--- src/rtl/mix_col_pkg.sv ---
`default_nettype none
// ============================================================================
// Module      : mix_col_pkg
// Description : Shared FSM encoding, GF(2^8) constants and helpers for the
//               iterative MixColumns / InvMixColumns engine.
// Revision    : 1.0 - initial release
// ============================================================================
package mix_col_pkg;

    typedef enum logic [1:0] {
        ST_IDLE = 2'd0,
        ST_RUN  = 2'd1,
        ST_DONE = 2'd2
    } state_t;

    localparam logic [7:0]  c_gf_poly  = 8'h1B;
    // One nibble per byte position a_i, a_(i+1), a_(i+2), a_(i+3).
    localparam logic [15:0] c_fwd_coef = 16'h2311;
    localparam logic [15:0] c_inv_coef = 16'hEBD9;

    function automatic logic [7:0] xtime(input logic [7:0] a);
        return {a[6:0], 1'b0} ^ (a[7] ? c_gf_poly : 8'h00);
    endfunction

    // Every coefficient fits in 4 bits, so three chained doublings suffice.
    function automatic logic [7:0] gf_mul(input logic [7:0] a, input logic [3:0] coef);
        logic [7:0] w_pow;
        logic [7:0] w_acc;
        w_pow = a;
        w_acc = 8'h00;
        for (int k = 0; k < 4; k++) begin
            if (coef[k]) w_acc = w_acc ^ w_pow;
            w_pow = xtime(w_pow);
        end
        return w_acc;
    endfunction

endpackage
`default_nettype wire

--- src/rtl/mix_col_word.sv ---
`default_nettype none
// ============================================================================
// Module      : mix_col_word
// Description : Combinational transform of one 32-bit column, forward or
//               inverse selected by inv.
// Revision    : 1.0 - initial release
// ============================================================================
module mix_col_word
    import mix_col_pkg::*;
(
    input  logic [31:0] col_in,
    input  logic        inv,
    output logic [31:0] col_out
);

    logic [15:0] w_coef;
    logic [7:0]  w_a [4];

    assign w_coef = inv ? c_inv_coef : c_fwd_coef;

    generate
        for (genvar i = 0; i < 4; i++) begin : g_byte
            assign w_a[i] = col_in[31-8*i -: 8];
            assign col_out[31-8*i -: 8] = gf_mul(w_a[i],         w_coef[15:12])
                                        ^ gf_mul(w_a[(i+1) % 4], w_coef[11:8])
                                        ^ gf_mul(w_a[(i+2) % 4], w_coef[7:4])
                                        ^ gf_mul(w_a[(i+3) % 4], w_coef[3:0]);
        end
    endgenerate

endmodule
`default_nettype wire

--- src/rtl/mix_col_iter.sv ---
`default_nettype none
// ============================================================================
// Module      : mix_col_iter
// Description : Iterative (Inv)MixColumns over an NCOL-column state, one
//               column per clock, valid/ready handshake on both sides.
// Revision    : 1.0 - initial release
// ============================================================================
module mix_col_iter
    import mix_col_pkg::*;
#(
    parameter int NCOL   = 8,
    parameter int INV_EN = 1
) (
    input  logic                 clk,
    input  logic                 rst,
    input  logic                 in_valid,
    output logic                 in_ready,
    input  logic [32*NCOL-1:0]   in_data,
    input  logic                 in_inv,
    output logic                 out_valid,
    input  logic                 out_ready,
    output logic [32*NCOL-1:0]   out_data,
    output logic                 busy
);

    localparam int               COL_W      = $clog2(NCOL);
    localparam logic [COL_W-1:0] c_last_col = COL_W'(NCOL - 1);

    state_t             r_state;
    state_t             w_state_nxt;
    logic [COL_W-1:0]   r_col;
    logic               r_mode;
    logic [32*NCOL-1:0] r_work;
    logic [31:0]        w_cols [NCOL];
    logic [31:0]        w_col_new;
    logic               w_accept;
    logic               w_last;
    logic               w_inv_in;

    assign w_inv_in  = (INV_EN != 0) ? in_inv : 1'b0;
    assign w_accept  = in_valid && (r_state == ST_IDLE);
    assign w_last    = (r_col == c_last_col);

    assign in_ready  = (r_state == ST_IDLE);
    assign out_valid = (r_state == ST_DONE);
    assign busy      = (r_state != ST_IDLE);
    assign out_data  = r_work;

    generate
        for (genvar c = 0; c < NCOL; c++) begin : g_col
            assign w_cols[c] = r_work[32*(NCOL-c)-1 -: 32];
        end
    endgenerate

    mix_col_word u_word (
        .col_in  (w_cols[r_col]),
        .inv     (r_mode),
        .col_out (w_col_new)
    );

    always_ff @(posedge clk) begin
        if (rst) begin
            r_state <= ST_IDLE;
        end else begin
            r_state <= w_state_nxt;
        end
    end

    always_comb begin
        w_state_nxt = r_state;
        case (r_state)
            ST_IDLE: if (in_valid)  w_state_nxt = ST_RUN;
            ST_RUN:  if (w_last)    w_state_nxt = ST_DONE;
            ST_DONE: if (out_ready) w_state_nxt = ST_IDLE;
            default:                w_state_nxt = ST_IDLE;
        endcase
    end

    always_ff @(posedge clk) begin
        if (rst) begin
            r_work <= '0;
            r_col  <= '0;
            r_mode <= 1'b0;
        end else if (w_accept) begin
            r_work <= in_data;
            r_col  <= '0;
            r_mode <= w_inv_in;
        end else if (r_state == ST_RUN) begin
            for (int c = 0; c < NCOL; c++) begin
                if (r_col == COL_W'(c)) r_work[32*(NCOL-c)-1 -: 32] <= w_col_new;
            end
            // Wrap explicitly so non-power-of-two NCOL never leaves the legal range.
            r_col <= w_last ? '0 : r_col + 1'b1;
        end
    end

endmodule
`default_nettype wire

--- config.mk ---
export PLATFORM = sky130hd
export DESIGN_NAME = mix_col_iter
export DESIGN_NICKNAME = d
export VERILOG_FILES = /design/src/rtl/mix_col_pkg.sv /design/src/rtl/mix_col_word.sv /design/src/rtl/mix_col_iter.sv
export SDC_FILE = /design/constraint.sdc
export NUM_CORES = 1
export LEC_CHECK = 0
export CORE_MARGIN = 2
export CORE_UTILIZATION = 40
export DETAILED_ROUTE_END_ITERATION = 12
export MAX_ROUTING_LAYER = met4
export PLACE_DENSITY = 0.72
export SETUP_SLACK_MARGIN = 0.15
export SLEW_MARGIN = 20
export SYNTH_ARGS = -nofsm -noshare
export SYNTH_HDL_FRONTEND = slang
export SYNTH_HIERARCHICAL = 1
export SYNTH_SLANG_ARGS = --single-unit
--- constraint.sdc ---
create_clock -name clk -period 4 [get_ports clk]
set_clock_uncertainty 0.2 [all_clocks]
set_input_delay 1 -clock clk [delete_from_list [all_inputs] [get_ports clk]]
set_output_delay 1 -clock clk [all_outputs]
set_load 0.05 [all_outputs]
* After elaboration in Yosys (flattened, before gate mapping)
Cells that the tools add are included.
Storage, ports and cells: output and inout port bits 259, register bits 262
Operators by class: $lt $le $gt $ge 1, muxes and demuxes 95, add/subtract/negate cells 1, reduce and logical (&&, ||, !) cells 23, bitwise operators 73, eq/ne operators 12
Operators by type and width (count):
- 8-bit bitwise XOR | 72
- 256-bit two-way mux | 2
- 8-bit two-way mux | 64
- 32-bit two-way mux | 10
- 32-bit binary-select mux with 3-bit select | 1
- 5-bit two-way mux | 12
- 2-bit nonzero test | 10
- 16-bit two-way mux | 1
- 2-bit AND reduction | 8
- 3-bit == test, second input constant | 4
- 3-bit by 2-bit == test with 1-bit output, second input constant | 2
- 2-bit two-way mux | 3
- 2-bit one-hot mux with 3 select lines | 1
- 4-bit >= comparator, second input constant | 1
- 2-bit != test, second input constant | 2
- 3-bit NOT with 4-bit output | 1
- 3-bit by 1-bit adder with 3-bit output, second input constant | 1
- 3-bit by 1-bit == test with 1-bit output, second input constant | 1
- 3-bit logical NOT | 1
- 3-bit two-way mux | 1
- 3-bit AND reduction | 1
- 2-bit by 1-bit == test with 1-bit output, second input constant | 1
- 2-bit == test, second input constant | 1
- 2-bit logical NOT | 1
- other kinds (3) | 3

* Longest topological paths before layout
Gate-level depths: netlist of run 1.
depth in word-level cells 18, mapped depth 16, gate-level depth less buffers 11

* Hierarchy
The synthesis of run 1 kept the hierarchy.
By module, submodules not included:
- mix_col_iter | area each 14756.7 um^2, instances 1, cells an instance 1416, seq. area each 5245.0 um^2
- mix_col_word | area each 2378.5 um^2, instances 1, cells an instance 277, seq. area each 0.0 um^2

* Least setup slack after synthesis of run 1
Ideal clock, no wire load.
path type reg-to-reg, start register r_col[0], end register r_work[211] (netlist: out_data[211]), cell stages (with the launch flop) 16, library setup time 91 ps, data arrival time 3692 ps, path slack 17 ps, required time 3709 ps, cells stage by stage dfxtp_1 clkbuf_1 buf_4 buf_4 mux4_2 nand2_1 nand2_1 buf_2 xnor2_1 xor2_1 xor3_2 xnor2_1 nand2_1 xnor2_1 nand2_1 a311oi_1
Between the ends: word-level cells in the longest chain between the ends 18, elaborated cells between the ends (all ways) 65
Ends and longest elaborated chain:
- start: declaration | RTL line mix_col_iter.sv:31 | logic [COL_W-1:0] r_col;
- start signal: assignment | RTL line mix_col_iter.sv:93 | r_col <= w_last ? '0 : r_col + 1'b1;
- 3-bit NOT with 4-bit output (not written as such) (*) | RTL line mix_col_iter.sv:56 | .col_in (w_cols[r_col]),
- 32-bit binary-select mux with 3-bit select (*) | RTL line mix_col_iter.sv:56
- 32-bit two-way mux (not written as such) (*) (2 in series) | RTL line mix_col_iter.sv:56
- 5-bit two-way mux | RTL line mix_col_pkg.sv:22 | return {a[6:0], 1'b0} ^ (a[7] ? c_gf_poly : 8'h00);
- 8-bit bitwise XOR | RTL line mix_col_pkg.sv:22
- 8-bit bitwise XOR | RTL line mix_col_pkg.sv:32 | if (coef[k]) w_acc = w_acc ^ w_pow;
- 8-bit two-way mux | RTL line mix_col_pkg.sv:32
- 8-bit bitwise XOR | RTL line mix_col_pkg.sv:32
- (+2 left out)
- 8-bit two-way mux | RTL line mix_col_pkg.sv:32
- 8-bit bitwise XOR | RTL line mix_col_word.sv:25 | ^ gf_mul(w_a[(i+1) % 4], w_coef[11:8])
- 8-bit bitwise XOR | RTL line mix_col_word.sv:26 | ^ gf_mul(w_a[(i+2) % 4], w_coef[7:4])
- 8-bit bitwise XOR (*) | RTL line mix_col_word.sv:27 | ^ gf_mul(w_a[(i+3) % 4], w_coef[3:0]);
- via w_col_new[19] | RTL line mix_col_iter.sv:35 | logic [31:0] w_col_new;
- 32-bit two-way mux (*) | RTL line mix_col_iter.sv:90 | if (r_col == COL_W'(c)) r_work[32*(NCOL-c)-1 -: 32] <= w_col_new;
- 256-bit two-way mux (*) | RTL line mix_col_iter.sv:88 | end else if (r_state == ST_RUN) begin
- 256-bit two-way mux (*) | RTL line mix_col_iter.sv:84 | end else if (w_accept) begin
- end signal: assignment | RTL line mix_col_iter.sv:85 | r_work <= in_data;
- end signal: indexed assignment | RTL line mix_col_iter.sv:90
- end: declaration | RTL line mix_col_iter.sv:33 | logic [32*NCOL-1:0] r_work;
Mark *: on every way through the listed nets, which the timed path passes. The rest lies on a longest branch. The select of a mux whose other input is x is not followed. A chain may end at the register's enable or synchronous reset.

* Worst setup path in the final report of run 1
start register r_col[0], end register r_work[140] (netlist: out_data[140])
Same word-level chain as after synthesis.

==> results of run 1 <==
layout make-up:
cell class / count / area share (%)
clock inverter: 10 / 0.450
clock buffer: 46 / 3.53
tap: 539 / 2.55
multi-input combinational: 1249 / 45.6
timing repair buffer: 734 / 27.9
inverter: 8 / 0.114
sequential: 262 / 19.9
antenna: 4 / 0.0379
worst min-delay path by stage:
stage / slack [ns] / startpoint / depth (start not counted) / endpoint
floorplan: 0.29 / r_mode$_SDFFE_PP0N_ / 2 / r_mode$_SDFFE_PP0N_
global placement: 0.34 / out_data[3]$_SDFFE_PP0P_ / 2 / out_data[3]$_SDFFE_PP0P_
detailed placement: 0.35 / out_data[3]$_SDFFE_PP0P_ / 2 / out_data[3]$_SDFFE_PP0P_
CTS: 0.36 / out_data[3]$_SDFFE_PP0P_ / 2 / out_data[3]$_SDFFE_PP0P_
global route: 0.39 / out_data[2]$_SDFFE_PP0P_ / 2 / out_data[2]$_SDFFE_PP0P_
finish: 0.36 / out_data[3]$_SDFFE_PP0P_ / 2 / out_data[3]$_SDFFE_PP0P_
flip-flops by register name, indices dropped and copies added, names as in the netlist:
signal and count:
r_state 2, out_data 256, r_col 3, r_mode 1
cell usage in the layout (no fill, tap or decap), types with 3 or more instances in the layout:
cell type,instances
a211oi_2,194
a21oi_1,36
a311oi_1,20
a311oi_2,42
buf_12,28
buf_16,5
buf_4,164
buf_6,13
buf_8,5
clkbuf_1,5
clkbuf_16,31
clkbuf_8,10
clkdlybuf4s50_1,518
clkinv_2,5
dfxtp_1,259
diode_2,4
ha_1,6
inv_1,6
mux2i_1,187
mux2i_2,6
mux2i_4,5
mux4_2,64
nand2_1,156
nand2_2,38
nand2_4,14
nand2b_1,3
nand3_1,3
nand4b_4,3
nor2_1,203
nor3_1,33
xnor2_1,89
xnor2_2,32
xnor2_4,16
xnor3_1,4
xor2_1,37
xor2_2,16
xor2_4,5
xor3_2,4
per-layer routing:
metal	part of all wire (%)	up-vias	global-route usage [%]	wire (um)
li1	-	7280	-	-
met1	42	8167	45.5	32300
met2	47	809	52.8	35500
met3	8.0	128	6.60	6130
met4	3.1	0	9.18	2330
met5	0	-	-	0
power by group:
| group | leakage [nW] | switching (mW) | internal, mW |
|---|---|---|---|
| clock | 0.522 | 1.23 | 1.73 |
| sequential | 2.17 | 0.408 | 2.97 |
| combinational | 7.71 | 8.24 | 6.45 |
Yosys cell counts, types with 2 or more instances:
library cell and number:
buf_2 75, a311oi_2 29, clkbuf_4 4, ha_1 6, xor2_1 56, dfxtp_1 262, nor2_1 205, o21ai_0 3
nand2b_1 3, xnor2_1 133, xnor2_2 3, nand2_1 210, a311oi_1 33, inv_1 6, and4bb_2 2, mux2i_1 198
a21oi_1 36, xor2_2 2, nand3_1 3, or3_1 2, buf_6 15, xnor3_1 4, xor3_1 4, a211oi_2 194
mux4_2 64, nand4b_4 3, nor3_1 33, buf_1 2, buf_4 22, clkbuf_1 56
worst min-delay path: stages, from the launching register on:
cell and delay, ns:
dfxtp_1 0.33, a21oi_1 0.12, a311oi_1 0.06
logic make-up after synthesis:
family / count (synthesis) / share of synthesized area (%)
and+or+nand+nor: 471 / 11.4
AOI/OAI and AO/OA: 304 / 20.1
muxes: 263 / 20.1
DFF: 262 / 30.6
xor gates and xnor gates: 205 / 11.7
buffers and inverters: 182 / 5.76
adders and majority gates: 6 / 0.438
repair_timing:
item,4_1_cts,5_1_grt
setup buffers,28,34
endpoints found under the setup margin,182,222
hold buffers,0,0
pin swaps,27,77
hold endpoints to repair,0,0
gates cloned,5,0
gates resized for setup,89,123
stage by stage:
step	std cells	util [%]
floorplan	1693	-
global placement	2725	55.6
detailed placement	2725	55.6
CTS	2814	60.2
global route	2852	62.7
finish	2852	62.7
==> results.md, run 1 <==
- The number of synthesized register bits is 262.
- Counting buffers and inverters, the worst setup path is 14 cells deep.
- 520 I/O pins were placed.
- The first-pass GRT wire length is 109,000 um.
- The fill cell instance count of the final layout is 3,454.
- Once detailed placement completed, the half-perimeter wirelength came to 57,600 um.
- For this run, the leading register cell type out of synthesis is dfxtp_1.
- The first detailed-routing pass took 5 iterations.
- The number of global-route vias before repair is 16,000.
- In the routed design, unresolved DRC markers number 0.
- In the final routed layout, each cell accounts on average for 26.8 um.
- The clock period minus worst slack is 3.98 ns.
- The cell at the slowest stage of the critical path is mux4_2.
- The root buffer cell chosen for the clock tree is clkbuf_16.
- Row generation in the floorplan step produced 75 rows.
- Along the worst path, the maximum fanout reaches 8.
- The critical path data arrival time is 4.23 ns.
- dfxtp_1 takes more of the synthesized area than any other cell.
- The setup slack of the most critical reg-to-reg path is ~0.02 ns.
- Summing all flip-flop and latch instances after layout gives 5250 sq um.
- The global placement routability congestion is 0.991.
- The most critical setup path has its startpoint at r_col[0]$_SDFFE_PP0N_.
- Counting both buffers and inverters, the worst setup path holds a total of 3.
- VDD sags by at most roughly 560 uV.
- The startpoint-to-endpoint class of the critical path is reg2reg.
- Summing the sequential cell areas from Yosys gives between 30% and 40% of the chip area.
- The end point of the critical path is out_data[140]$_SDFFE_PP0P_.
- The die boundary width is roughly 210 um.
- The net count of the finished layout is 2,553.
- Setup violations remaining at the end of the flow were counted as 0.
- Entering global routing, the biggest net connects 67 pins.
- The post-route clock period utilization is between 90% and 100%.
- By instance count, the cell type seen most on the critical path is nand2_2.
- The total of max-cap violations is 0.
- In this run the vertical extent of the chip is 211 um.
- Sorting the synthesized cells by area gives the leading types as dfxtp_1, a211oi_2, mux2i_1.
- The endpoint identified for the worst register-to-register timing path is out_data[140]$_SDFFE_PP0P_.
- Power spread over the standard cell area amounts to 796 nW/um^2.
- The smallest hold slack is 0.363 ns.
- The mapped netlist covers 17,100 sq um.
- The number of instances in the synthesized netlist is 1,693.
- The detailed router's first-iteration violation count is 1,464.
- In the final layout, the share of cells above drive strength 1 is a little under a third.
- The worst setup path is captured at a flip-flop.
- For this configuration, the core starts out at a cell density of 40.7%.
- The count of endpoints failing hold in the final timing report is 0.
- The clock edge transition at the registers on the reported setup and hold paths is approximately 0.06 ns.
- The initial antenna violation count is 4.
- The kind of cell with the highest combined delay on the critical path is XOR/XNOR gates.
- Headroom to the max-slew limit came out at 37.4%.
- Setup repair after global routing could not meet its margin everywhere.
- Data on the critical path is required at its endpoint by 4.25 ns.
- The leakage power is approximately 10 nW.
- The classification of the worst-slack hold path is reg2reg.
- The routed design has 76,300 um of wire.
- For this run, the slowest stage of the critical path takes 0.51 ns.
- The number of antenna-violating nets in the routed design is 0.
- The distinct cell type count after synthesis is between 50 and 60.
- The CTS sink count is 262.
- The longest clock path from root to sink contains 3 buffers.
- Global routing used 34.0% of the available tracks across all layers.
- The flow ran to the end, and the final reports show no timing, DRC or antenna violations.
- Each instance of the synthesized netlist takes up on average between 10 and 15 sq um.
- TritonCTS built the clock tree.
- After detailed placement, the total cell area comes to approximately 23,000 sq um.
- The maximum operating frequency is 251 MHz.
- The count of buffers added on input and output ports is 519.
- Setup slack on the critical path of the routed design comes to 0.0205 ns.
- The share of Yosys cell area claimed by the top area cell type is ~31%.
- Measured in cells, the most critical reg-to-reg path has a length of 14.
- The floorplan step defined a die boundary enclosing between 40,000 and 50,000 sq um.
- The final global-route overflow total is 0.
- In this run, CTS created clock tree buffers numbering 31.
- The number of pins with negative max-slew slack in the final report is 0.
- The yosys synthesis warning count is 6.
- The startpoint kind of the worst setup timing path is a flip-flop.
- The vias after detailed routing is 16,400.
- The region available for standard cell placement spans 42,100 sq um.
- After routing, the total negative slack on setup checks comes to 0 ns.
- The finished cells cover approximately 26,000 sq um.
- The number of enable flip-flop cells after synthesis is 0.
- In this run the critical register-to-register path is launched from r_col[0]$_SDFFE_PP0N_.
- The share of synthesized flip-flops with an asynchronous set or reset is 0%.
- The worst slack at placement is -0.171 ns.
- CTS built an H-tree with a depth of 1.
- At the pin with the least slew margin, the transition time is 0.939 ns.
- Synthesis produced a netlist with a net count of about 2,000.
- The via density per instance is 5.74.
- Walking the worst path, the cells encountered are buf_12, buf_16, mux4_2, nand2_2, nand2_2, xor3_2, xnor3_2, or2_4, a2111oi_4, a211oi_1, a32o_2, buf_6, mux2i_2, a211oi_2.
- The final total power is approximately 21 mW.
- Summing all multi-input logic gate instances after layout gives about 12,000 sq um.
- The synthesis-to-layout area growth is 54.2%.
- The clock latency reported for the late side of the worst-skew pair is 0.61 ns.
Note: power is estimated with default switching activity, not from simulation.
==> run 2, diff against run 1 <==
--- a/config.mk
+++ b/config.mk
@@ -7,6 +7,7 @@
 export LEC_CHECK = 0
 export CORE_MARGIN = 2
 export CORE_UTILIZATION = 40
+export CTS_BUF_LIST = sky130_fd_sc_hd__clkbuf_8
 export DETAILED_ROUTE_END_ITERATION = 12
 export MAX_ROUTING_LAYER = met4
 export PLACE_DENSITY = 0.72
==> results.md, run 2 (same netlist as run 1, synthesis figures left out) <==
- The count of endpoints failing hold in the final timing report is 0 (unchanged).
- The largest fanout of any net on the critical path is 12 (was 8).
- The first-pass GRT wire length was 108,000 um (was 109,000 um).
- The CTS sink count was 262 (unchanged).
- The maximum operating frequency is 254 MHz (was 251 MHz).
- The die span in y is 211 um (unchanged).
- The clock tree root driver cell is clkbuf_8 (was clkbuf_16).
- The number of port buffers is 519 (unchanged).
- The global placement routability congestion came to 0.991 (unchanged).
- The cell row count came to 75 (unchanged).
- The total half-perimeter wirelength after legalization and detailed placement is 57,600 um (unchanged).
- The maximum level of the CTS H-tree is 2 (was 1).
- The number of antenna-violating nets in the routed design is 0 (unchanged).
- The count of hold-fix buffers inserted at cts is 0 (unchanged).
- The clock tree from TritonCTS was built (unchanged).
- The all-layer global routing usage came to 34.0% (about the same).
- The total DRC errors in the routed layout is 0 (unchanged).
- The layout net count is 2,549 (was 2,553).
- The critical path data arrival time is 4.20 ns (was 4.23 ns).
- The final global-route overflow total came to 0 (unchanged).
- The initial antenna violation count was 8 (was 4).
- The relative slew slack was 38.0% (was 37.4%).
- The synthesis-to-layout area growth is 51.3% (was 54.2%).
- The flip-flop count of the largest register after layout is 256 (unchanged).
- The sum of routed wire length over all layers is 76,100 um (was 76,300 um).
- The starting utilization of the core area is 40.7% (unchanged).
- The clock edge transition at the registers on the reported setup and hold paths is 0.07 ns (was 0.06 ns).
- The highest ir drop seen on vdd came to 465 uV (was 557 uV).
- The total of max-cap violations is 0 (unchanged).
- The fraction of final layout cells with drive strength greater than 1 is 30.9% (was 31.5%).
- The routed wire length per instance was 26.6 um (was 26.8 um).
- The worst slack at placement is -0.171 ns (unchanged).
- The startpoint-to-endpoint class of the critical path is reg2reg (unchanged).
- The I/O pin total is 520 (unchanged).
- The number of buffers inserted during clock tree synthesis is 48 (was 31).
- The worst flop-to-flop path startpoint was r_col[0]$_SDFFE_PP0N_ (unchanged).
- The kind of capture point of the worst setup path is a flip-flop (unchanged).
- The setup slack after layout is 0.0656 ns (was 0.0205 ns).
- The setup slack of the most critical reg-to-reg path is 0.07 ns (was 0.02 ns).
- The startpoint kind of the worst setup timing path is a flip-flop (unchanged).
- The clock latency reported for the late side of the worst-skew pair is 0.63 ns (was 0.61 ns).
- The start point of the worst hold path is out_data[3]$_SDFFE_PP0P_ (unchanged).
- The die boundary width is 211 um (unchanged).
- The overall die area is 44,500 sq um (unchanged).
- The post-route clock period utilization came to 98.4% (was 99.5%).
- The classification of the worst-slack hold path is reg2reg (unchanged).
- The most frequent standard cell in the layout excluding fill and tap cells is clkdlybuf4s50_1 (unchanged).
- Outcome: completed (unchanged).
- The end point of the worst hold path was out_data[3]$_SDFFE_PP0P_ (unchanged).
- The number of pins with negative max-slew slack in the final report came to 0 (unchanged).
- The number of cells on the worst reg-to-reg path was 14 (unchanged).
- The reg-to-reg endpoint was out_data[172]$_SDFFE_PP0P_ (was out_data[140]$_SDFFE_PP0P_).
- The deepest clock path buffer count was 3 (unchanged).
- The core area came to 42,100 sq um (unchanged).
- The sum of negative setup slack was 0 ns (unchanged).
- The clock period minus worst slack is 3.93 ns (was 3.98 ns).
- The number of global-route vias before repair is 16,200 (was 16,000).
- The leakage power is 10.3 nW (was 10.4 nW).
- The power density of the placed cells came to 780 nW/um^2 (was 796 nW/um^2).
- The vias after detailed routing is 16,300 (was 16,400).
- The fill cell instance count of the final layout was 3,509 (was 3,454).
- The via density per instance is 5.67 (was 5.74).
- The final-report setup violation count is 0 (unchanged).
- The depth of the worst hold-timing path is 2 (unchanged).
- The detailed router's first-iteration violation count is 1,293 (was 1,464).
- The slew of the pin with the lowest slew margin is 0.930 ns (was 0.939 ns).
- RSZ-0062 raised after global routing: true (unchanged).
- The final total power is 20.2 mW (was 21.0 mW).
- Most frequent cells in the layout: clkdlybuf4s50_1, dfxtp_1, nor2_1 (unchanged).
- The endpoint required time on the critical path is 4.26 ns (was 4.25 ns).
- The largest net degree at the start of global routing is 67 (unchanged).
- The detailed-routing iteration count for the pre-antenna-repair pass is 5 (unchanged).
run 2: changes by cell type in the layout (fill, tap and decap cells not counted), moves of 5 or more:
cell,delta
buf_12,-7
buf_4,-9
clkbuf_1,-5
clkbuf_16,-30
clkbuf_8,+51
diode_2,+5
inv_1,+14
mux2i_1,+7
mux2i_4,-5
xnor2_1,+5
run 2: per-layer routing:
layer / GRT usage (%) / wire length (um) / vias up
met5: - / 0 / -
met4: 13.4 / 3030 / 0
met3: 8.44 / 6490 / 167
met2: 50.5 / 34500 / 799
met1: 44.4 / 32000 / 8032
li1: - / - / 7256
run 2: worst max-delay path by stage:
stage                          start                    endpoint  depth (start not counted)
2_1_floorplan  r_col[0]$_SDFFE_PP0N_  out_data[197]$_SDFFE_PP0P_                         15
3_3_place_gp   r_col[1]$_SDFFE_PP0N_  out_data[206]$_SDFFE_PP0P_                         13
3_5_place_dp   r_col[1]$_SDFFE_PP0N_  out_data[206]$_SDFFE_PP0P_                         13
4_1_cts        r_col[0]$_SDFFE_PP0N_  out_data[215]$_SDFFE_PP0P_                         13
5_1_grt        r_col[0]$_SDFFE_PP0N_  out_data[203]$_SDFFE_PP0P_                         16
6_report       r_col[0]$_SDFFE_PP0N_  out_data[172]$_SDFFE_PP0P_                         14
run 2: critical path: stages, from the launching register on:
cell	delay, ns
dfxtp_4	0.42
buf_16	0.18
buf_12	0.12
mux4_2	0.53
nand2_1	0.11
nand2_2	0.12
xor2_2	0.18
xnor3_2	0.56
or2_4	0.29
a2111oi_4	0.19
a211oi_1	0.08
a32o_2	0.35
buf_4	0.16
mux2i_1	0.17
a211oi_2	0.09
run 2: per-stage QoR:
step / cell area (sq um) / hold WS, ns / cells / util [%]
after CTS: 25000 / 0.356 / 2829 / 59.3
final: 25900 / 0.361 / 2865 / 61.5
after global placement: 23400 / 0.337 / 2725 / 55.6
after global routing: 25900 / 0.389 / 2864 / 61.5
after detailed placement: 23400 / 0.353 / 2725 / 55.6
after floorplan: 17200 / 0.286 / 1693 / -
run 2: power breakdown:
group          switching [mW]  internal [mW]
Combinational            8.02           6.01
Sequential              0.407           2.97
Clock                    1.24           1.56
Total                    9.67           10.5
run 2: final cells by class:
class | instances | area [sq um] | area share, %
multi-input cells | 1249 | 11900 | 45.8
repair buffers | 713 | 7050 | 27.2
flip-flops and latches | 262 | 5260 | 20.3
clock buffers | 61 | 840 | 3.24
well taps | 539 | 674 | 2.60
clock inverters | 24 | 178 | 0.685
inverters | 8 | 30.0 | 0.116
diodes | 9 | 22.5 | 0.0869
run 2: repair_timing:
action,4_1_cts,5_1_grt
setup endpoints to repair,174,198
setup buffers,17,26
gates cloned,2,1
resized for setup,62,116
pin swaps,12,39
